### src/rtl/mem_b_drain.sv
// mem_b_drain: captures memory-B writes, then streams them out in address
// order over valid/ready with a checksum and a completion pulse.
module mem_b_drain #(
  parameter int DATA_W = 8,
  parameter int DEPTH  = 4,
  parameter int ADDR_W = 2
) (
  input  logic              clock,
  input  logic              Reset,
  input  logic              WriteB,
  input  logic [ADDR_W-1:0] AddrB,
  input  logic [DATA_W-1:0] DataInB,
  input  logic              TransferDone,
  input  logic              OutReady,
  output logic              OutValid,
  output logic [DATA_W-1:0] DataOut,
  output logic [ADDR_W-1:0] OutIndex,
  output logic              Busy,
  output logic              DrainDone,
  output logic [DATA_W-1:0] Checksum,
  output logic              Overrun
);

  typedef enum logic [1:0] {
    IDLE,
    DRAIN,
    DONE
  } state_t;

  state_t state;
  state_t state_nxt;

  logic [DATA_W-1:0] mem [DEPTH];
  logic [DEPTH-1:0]  vld;
  logic [ADDR_W-1:0] index;
  logic [DATA_W-1:0] acc;
  logic [DATA_W-1:0] csum;
  logic              ovr;
  logic [DATA_W-1:0] rd;
  logic              fire;
  logic              last;

  // Unwritten entries read as zero regardless of stale storage
  assign rd   = vld[index] ? mem[index] : '0;
  assign last = (index == ADDR_W'(DEPTH - 1));

  assign Checksum = csum;
  assign Overrun  = ovr;

  always_ff @(posedge clock) begin
    if (Reset) state <= IDLE;
    else       state <= state_nxt;
  end

  always_comb begin
    state_nxt = state;
    OutValid  = 1'b0;
    DataOut   = '0;
    OutIndex  = '0;
    Busy      = 1'b0;
    DrainDone = 1'b0;
    fire      = 1'b0;
    unique case (state)
      IDLE: begin
        if (TransferDone) state_nxt = DRAIN;
      end
      DRAIN: begin
        OutValid = 1'b1;
        Busy     = 1'b1;
        DataOut  = rd;
        OutIndex = index;
        fire     = OutReady;
        if (fire && last) state_nxt = DONE;
      end
      DONE: begin
        Busy      = 1'b1;
        DrainDone = 1'b1;
        state_nxt = IDLE;
      end
      default: state_nxt = IDLE;
    endcase
  end

  always_ff @(posedge clock) begin
    if (Reset) begin
      vld   <= '0;
      index <= '0;
      acc   <= '0;
      csum  <= '0;
      ovr   <= 1'b0;
      for (int i = 0; i < DEPTH; i++) mem[i] <= '0;
    end else begin
      unique case (state)
        IDLE: begin
          if (WriteB) begin
            mem[AddrB] <= DataInB;
            vld[AddrB] <= 1'b1;
          end
          if (TransferDone) begin
            index <= '0;
            acc   <= '0;
          end
        end
        DRAIN: begin
          if (WriteB || TransferDone) ovr <= 1'b1;
          if (fire) begin
            acc <= acc + rd;
            if (!last) index <= index + 1'b1;
          end
        end
        DONE: begin
          if (WriteB || TransferDone) ovr <= 1'b1;
          csum  <= acc;
          vld   <= '0;
          index <= '0;
          for (int i = 0; i < DEPTH; i++) mem[i] <= '0;
        end
        default: ;
      endcase
    end
  end

endmodule

### config.mk
export PLATFORM = sky130hd
export DESIGN_NAME = mem_b_drain
export DESIGN_NICKNAME = d
export VERILOG_FILES = /design/src/rtl/mem_b_drain.sv
export SDC_FILE = /design/constraint.sdc
export NUM_CORES = 1
export LEC_CHECK = 0
export ABC_CLOCK_PERIOD_IN_PS = 3080
export CORE_MARGIN = 3
export CORE_UTILIZATION = 38
export DETAILED_ROUTE_END_ITERATION = 10
export GPL_ROUTABILITY_DRIVEN = 0
export HOLD_SLACK_MARGIN = 0.06
export PLACE_DENSITY = 0.66
export SLEW_MARGIN = 20
export SYNTH_ARGS = -nofsm -noshare
export SYNTH_HDL_FRONTEND = slang
export SYNTH_SLANG_ARGS = --single-unit
### constraint.sdc
create_clock -name clock -period 3.08 [get_ports clock]
set_clock_uncertainty 0.05 [all_clocks]
set_input_delay 0.77 -clock clock [delete_from_list [all_inputs] [get_ports clock]]
set_output_delay 0.77 -clock clock [all_outputs]
set_load 0.02 [all_outputs]
==> Word-level counts from Yosys, hierarchy flattened <==
Memories as Yosys holds them, arrays and structs flattened. A register that Yosys moved wholly into a read port is not among the register bits.
Cells that the tools add are included.
{ "totals": {"ff_bits": 25, "latchBits": 0, "ramBits": 32, "romBits": 0, "input_bits": 15, "elab_cells": 79, "memories": 1} }
{ "classes": {"addsub": 2, "n_mul": 0, "n_div": 0, "order_cmp": 3, "eq_ne": 8, "shift": 0, "muxes": 40, "bitwise": 5, "n_reduce_logical": 14} }
{ "memory_table": {"columns": ["name", "depth", "word_bits", "rd", "rd_clocked_by_memory_dff", "write_ports", "line_no", "source"], "rows": [
  ["mem", 4, 8, 1, 1, 4, "33", "logic [DATA_W-1:0] mem [DEPTH];"]
]} }
{ "op_table": {"columns": ["cell", "n"], "rows": [
  ["$mux W8", 9],
  ["$mux W2", 9],
  ["$pmux W8 S2", 1],
  ["$mux W1", 15],
  ["$ne A2 B2 Y1 const B", 5],
  ["$add A8 B8 Y8", 1],
  ["$pmux W4 S2", 1],
  ["$reduce_or A8 Y1", 1],
  ["$lt A2 B3 Y1 const B", 2],
  ["$pmux W2 S3", 1],
  ["$reduce_and A2 Y1", 3],
  ["$eq A2 B2 Y1 const B", 2],
  ["$mux W4", 1],
  ["$or A1 B1 Y1", 4],
  ["$or A4 B4 Y4", 1],
  ["$pmux W2 S2", 1],
  ["$reduce_and A4 Y1", 1],
  ["$reduce_bool A2 Y1", 2],
  ["$reduce_and A3 Y1", 1],
  ["$reduce_bool A3 Y1", 1],
  ["$add A2 B1 Y2 const B", 1],
  ["$bmux W1 S2", 1],
  ["$demux W1 S2", 1],
  ["$eq A2 B1 Y1 const B", 1],
  ["5 further kinds", 6]
]} }

==> Longest topological paths before layout <==
Gate-level depths: netlist of the first run.
{ "logic_depth": {"word_depth": 7, "mapped_depth": 12, "mapped_depth_nobuf": 12} }

==> Worst setup path before layout of the first run <==
No wires, ideal clock.
{ "synth_timing": {"path_type": "register -> register", "from": "register with a tool-made name", "to": "register acc[7]", "setup_time_ns": 0.132, "arrival_time_ns": 2.447, "required_time_ns": 2.898, "setup_slack_ns": 0.451, "stages_incl_launch_ff": 11, "period_less_slack_ns": 2.629, "path_cell_list": "dfxtp_1 > buf_4 > mux4_2 > and2b_2 > ha_1 > a21o_1 > a31o_2 > a21oi_1 > xnor2_2 > mux2i_1 > a21oi_1"} }
{ "synth_rtl": {"columns": ["element", "line_no", "source"], "rows": [
  ["end signal, assigned", "107", "acc <= acc + rd;"],
  ["end, declared", "36", "logic [DATA_W-1:0] acc;"]
]} }

==> Worst setup path after layout of the first run <==
{ "layout_timing": {"from": "register index[0]", "to": "output port DataOut[7]"} }
{ "layout_via": {"elab_chain_len": 4} }
{ "layout_lines": {"columns": ["element", "line_no", "source"], "rows": [
  ["start, declared", "35", "logic [ADDR_W-1:0] index;"],
  ["start signal, assigned", "108", "if (!last) index <= index + 1'b1;"],
  ["$bmux W1 S2", "44", "assign rd = vld[index] ? mem[index] : '0;"],
  ["$mux W1 (implied by the code)", "44", null],
  ["$mux W8", "44", null],
  ["$mux W8", "63", "unique case (state)"],
  ["end, declared", "16", "output logic [DATA_W-1:0] DataOut,"]
]} }
No other way between the ends. The select of a mux whose other input is x is not followed.

==> flow_summary.ini, run 1 <==
[run_status]
outcome = finished clean

[flow_run]
cap_viol_max_count = 0

[worst_setup_path]
endpoint_kind = primary output
crit_chain = mux2i_1, mux2_4, nand2b_4, nor2_1, clkdlybuf4s50_1
arrival_ns = 2.10
crit_slowest_cell = clkdlybuf4s50_1
cp_slowest_stage_delay_ns = 0.62
cp_max_fo = 8
required_ns = 2.26
cp-start-kind = flop
worstSetupPathType = flop to primary output

[sta]
tns_ns = 0
drv_slew = 0
fmax_ghz = 0.342
rsz0062_at_grt = no
slew_headroom_pct = 57.8
finalHoldViolCount = 0
min_period_over_period_pct = 95.0
finalSetupViolations = 0
min_period_ns = 2.92
tightestPinTransition_ns = 0.628

[grt]
gr-total-overflow = 0
antenna_found_initial = 0
grt_max_degree = 28
grt_pass1_wl_um = 10300
grt_use_total_pct = 15.4
grt_pass1_vias = 2076

[synth]
synthAdderAreaFrac_pct = 5.79
yosysTopAreaCellShare_pct = 32.7
yosysWarnings = 0
synth.cell_area_mm2 = 0.00294
synth_compound_area_share_pct = 6.60
synth-seq-cells = 59
synth_area_leaders = edfxtp_1, dfxtp_1, and2_1
async_reset_ff_share_pct = 0
synthMuxAreaShare_pct = 11.8
synth-xor-area-share_pct = 1.45
synth-edff-count = 32
synth_top_family_by_area = simple AND/OR/NAND/NOR gates
postSynthAreaPerCell_um2 = 11.4
syn_inst = 257
yosysTopAreaCell = edfxtp_1
ys_seq_area_share_pct = 51.1
synth_simple_gate_area_share_pct = 20.8
synth-main-ff-cell = edfxtp_1
ys_types = 40
syn-num-nets = 285

[cells_and_area]
nNetsFinal = 331
syn_to_final_growth_pct = 24.2
final_layout_size_suffix_gt1_share_pct = 14.6
final_cells = 407
antennaDiodeCount = 0

[clock_network]
insertion_delay_ns = 0.34
cts_buffers = 9
root_buffer = clkbuf_8
cts_tree = yes
clockBufferDepth = 2
clk_pin_slew_ns = 0.07
htree_levels = 3
cts_setup_buffers = 0
cts_sinks = 59

[route]
post-route-drc-count = 0
viasPerCell = 5.01
vias = 2040
drt_pass1_iterations = 4
wl_per_cell_um = 15.1
wl_um = 6160
drt_iter0_drc = 63
drtAntennaViolNets = 0

[floorplan]
core_mm2 = 0.00737
row_count = 31
pin_count = 37
die_x_um = 94.0
die_h_um = 94.0
die_area_mm2 = 0.00883
start_util_pct = 39.9

[power]
seqPwrFrac_pct = 45.9
p_sw_share_pct = 25.4
p_leak_nw = 1.47
power_switching_uw = 491
power_frac_clock_pct = 40.5
powerDensity_mw_per_mm2 = 529
irDropWorstVdd_uv = 394
p_comb_share_pct = 13.7
internal_power_mw = 1.44

[placed_design]
io_buffers = 36
dp.cells = 391
dp_hpwl_um = 4570

[min_path]
min_path_type = flop to flop
power by group through the flow:
stage,clock network [mW],registers [mW],logic (mW)
2_1_floorplan,0,0.898,0.175
3_3_place_gp,0,0.902,0.264
3_5_place_dp,0,0.904,0.268
4_1_cts,0.799,0.886,0.268
5_1_grt,0.839,0.890,0.293
6_report,0.782,0.886,0.264
flip-flops by register name (all words and copies together) (netlist names), named ones only:
signal    flops
state         2
mem          32
acc           8
Checksum      8
Overrun       1
index         2
vld           4
cells in the final DEF (no fill, tap or decap), drive strengths merged, types with 8 or more instances in the layout:
cell / synthesis / layout
clkbuf: 5 / 10
dfxtp: 27 / 27
ha: 12 / 12
mux2i: 14 / 14
inv: 11 / 11
nor2: 28 / 28
nand2: 9 / 9
edfxtp: 32 / 32
clkdlybuf4s50: 0 / 29
mux4: 8 / 8
and2: 42 / 42
critical path, delay by kind of cell, from the launching register on:
kind | cells | cell delay [ns]
muxes | 2 | 0.43
buffers and inverters | 1 | 0.62
and+or+nand+nor | 2 | 0.27
DFF | 1 | 0.45
through the flow:
stage | cell area, µm² | setup slack (ns) | hold WS (ns) | util [%] | power, mW
final | 3650 | 0.155 | 0.402 | 49.6 | 1.93
after global routing | 3650 | 0.0121 | 0.427 | 49.6 | 2.02
after CTS | 3650 | 0.130 | 0.408 | 49.6 | 1.95
after detailed placement | 3440 | 0.279 | 0.398 | 46.7 | 1.17
after global placement | 3440 | 0.295 | 0.391 | 46.7 | 1.17
after floorplan | 2940 | 0.451 | 0.387 | - | 1.07
layer usage:
metal,GRT usage [%],vias up,part of all wire [%]
met5,0,-,0
met4,2.89,0,0.13
met3,6.01,2,5.2
met2,25.5,48,49
met1,19.1,990,46
li1,-,1000,-
worst paths after layout:
path	slack [ns]	cells past startpoint	from	endpoint
worst min register to register	0.40	2	Overrun	Overrun
worst max register to register	0.27	12	flop	acc[6]
worst min-delay path	0.40	2	Overrun	Overrun
worst max-delay path	0.16	5	index[0]	DataOut[7]
synthesized netlist by cell type (all sizes together) (4+ instances only):
master and number:
and2 42, edfxtp 32, nor2 28, dfxtp 27, mux2i 14, ha 12, inv 11, nand2 9
mux4 8, a21oi 7, and2b 7, o21ai 7, a22oi 6, nor3 6, clkbuf 5, a31oi 4
or3 4
cell type report:
type | count | area, µm²
Sequential cell | 59 | 1500
Timing Repair Buffer | 43 | 404
Fill cell | 678 | 3720
Clock buffer | 10 | 128
Tap cell | 99 | 124
Clock inverter | 6 | 90.1
Multi-Input combinational cell | 179 | 1360
Inverter | 11 | 41.3
cell families (layout without fill, tap and decap cells):
kind of cell	after synthesis	in the layout
mux	24	24
xor+xnor	4	4
fa+ha+maj	13	13
simple gates	108	108
buf+inv	19	70
flops	59	59
compound gates	30	30
what timing repair did:
item / 4_1_cts / 5_1_grt
hold endpoints to repair: 0 / 0
gates resized for setup: 7 / 0
endpoints found under the setup margin: 7 / 0
hold buffers: 0 / 0
No activity file was read; power rests on OpenSTA's default activity.
==> run 2: changes to the inputs <==
--- a/config.mk
+++ b/config.mk
@@ -6,6 +6,7 @@
 export NUM_CORES = 1
 export LEC_CHECK = 0
 export ABC_CLOCK_PERIOD_IN_PS = 3080
+export CAP_MARGIN = 25
 export CORE_MARGIN = 3
 export CORE_UTILIZATION = 38
 export DETAILED_ROUTE_END_ITERATION = 10
==> results of run 2 <==
The final DEF is identical to that of run 1; final timing and power are the same.
==> run 3: changes to the inputs <==
--- a/config.mk
+++ b/config.mk
@@ -6,8 +6,8 @@
 export NUM_CORES = 1
 export LEC_CHECK = 0
 export ABC_CLOCK_PERIOD_IN_PS = 3080
-export CAP_MARGIN = 25
-export CORE_MARGIN = 3
+export CAP_MARGIN = 15
+export CORE_MARGIN = 2
 export CORE_UTILIZATION = 38
 export DETAILED_ROUTE_END_ITERATION = 10
 export GPL_ROUTABILITY_DRIVEN = 0
==> flow_summary.ini, run 3 (same netlist as run 1, synthesis figures left out) <==
[worst_setup_path]
cp-start-kind = flop
reg2reg_depth = 12
arrival_ns = 2.09
endpoint_kind = primary output
worstSetupPathType = flop to primary output
cp_max_fo = 8
required_ns = 2.26

[clock_network]
clockBufferDepth = 2
htree_levels = 3
insertion_delay_ns = 0.34
clk_pin_slew_ns = 0.07
root_buffer = clkbuf_8
cts_tree = yes
cts_sinks = 59
hold_buffers = 0
cts_buffers = 9

[grt]
use_met2_pct = 24.3
grt_pass1_wl_um = 9630
grt_use_total_pct = 15.0
gr-max-usage-layer = met2
gr-total-overflow = 0
grt_pass1_vias = 1948
grt_max_degree = 28
antenna_found_initial = 0
gr-usage-met1_pct = 18.8
use_met3_pct = 4.19

[cells_and_area]
seqCellArea_mm2 = 0.00150
fill_cells = 707
largest_reg_flops = 32
final_util_pct = 48.4
syn_to_final_growth_pct = 25.1
final_layout_size_suffix_gt1_share_pct = 14.9
regMostFlops = mem
antennaDiodeCount = 0
nNetsFinal = 331
mostFrequentLayoutCells = and2_1, edfxtp_1, clkdlybuf4s50_1, nor2_1, dfxtp_1
multiInputGateArea_mm2 = 0.00136
final_common_cell = and2_1

[floorplan]
row_count = 32
pin_count = 37
core_mm2 = 0.00761
die_h_um = 92.0
die_area_mm2 = 0.00846
die_x_um = 92.0
start_util_pct = 38.7

[route]
wl_per_cell_um = 14.1
viasPerCell = 4.85
vias = 1990
wl_um = 5770
drtAntennaViolNets = 0
drt_pass1_iterations = 4
post-route-drc-count = 0
drt_iter0_drc = 74

[min_path]
min_path_type = flop to flop
hold_depth = 2

[placed_design]
pre_cts_slack_ns = 0.260
io_buffers = 36
dp_hpwl_um = 4370

[power]
p_leak_nw = 1.48
powerDensity_mw_per_mm2 = 543
irDropWorstVdd_uv = 232

[sta]
tns_ns = 0
slew_headroom_pct = 55.3
rsz0062_at_grt = no
drv_slew = 0
min_period_ns = 2.91
tightestPinTransition_ns = 0.666
finalSetupViolations = 0
finalHoldViolCount = 0
min_period_over_period_pct = 94.3
setup_ws_ns = 0.174
fmax_ghz = 0.344

[run_status]
outcome = finished clean

[flow_run]
cap_viol_max_count = 0
==> run 3: path summary, 6_finish.rpt <==
path                                    to     from  slack, ns
worst max-delay path            DataOut[7]     flop       0.17
worst min-delay path               Overrun  Overrun       0.40
worst max register to register      acc[6]     flop       0.25
worst min register to register     Overrun  Overrun       0.40
==> run 3: area by class of cell <==
class / instances / share of cell area (%)
Clock buffer: 9 / 3.37
Clock inverter: 7 / 3.16
Inverter: 11 / 1.12
Multi-Input combinational cell: 179 / 37.1
Sequential cell: 59 / 40.8
Tap cell: 102 / 3.47
Timing Repair Buffer: 43 / 11.0
==> run 3: critical path: stages, from the launching register on <==
cell and delay, ns:
dfxtp_1 0.31, buf_4 0.19, mux4_2 0.56, nand2b_4 0.11
nor2_1 0.06, clkdlybuf4s50_1 0.53
==> run 3: power by group <==
group / switching [mW] / leakage (nW) / internal [mW] / total (mW)
Clock: 0.317 / 0.109 / 0.534 / 0.851
Combinational: 0.144 / 0.815 / 0.117 / 0.261
Sequential: 0.0202 / 0.551 / 0.867 / 0.887
Total: 0.481 / 1.48 / 1.52 / 2.00
==> run 3: repair_timing <==
item	in CTS	in global routing
endpoints found under the hold margin	0	0
setup endpoints to repair	7	0
setup buffers	0	0
gates resized for setup	8	0
==> run 3: through the flow <==
stage          hold WS (ns)  cell area (µm²)  power [mW]  cells
6_report              0.396             3680        2.00    410
3_3_place_gp          0.383             3450        1.16    394
3_5_place_dp          0.393             3450        1.17    394
5_1_grt               0.451             3680        2.08    410
2_1_floorplan         0.387             2940        1.07    257
4_1_cts               0.403             3680        2.02    410
==> run 3: routing by layer <==
metal | vias to the layer above | share of wire [%]
li1 | 1001 | -
met1 | 941 | 45
met2 | 39 | 49
met3 | 9 | 4.0
met4 | 0 | 1.5
met5 | - | 0
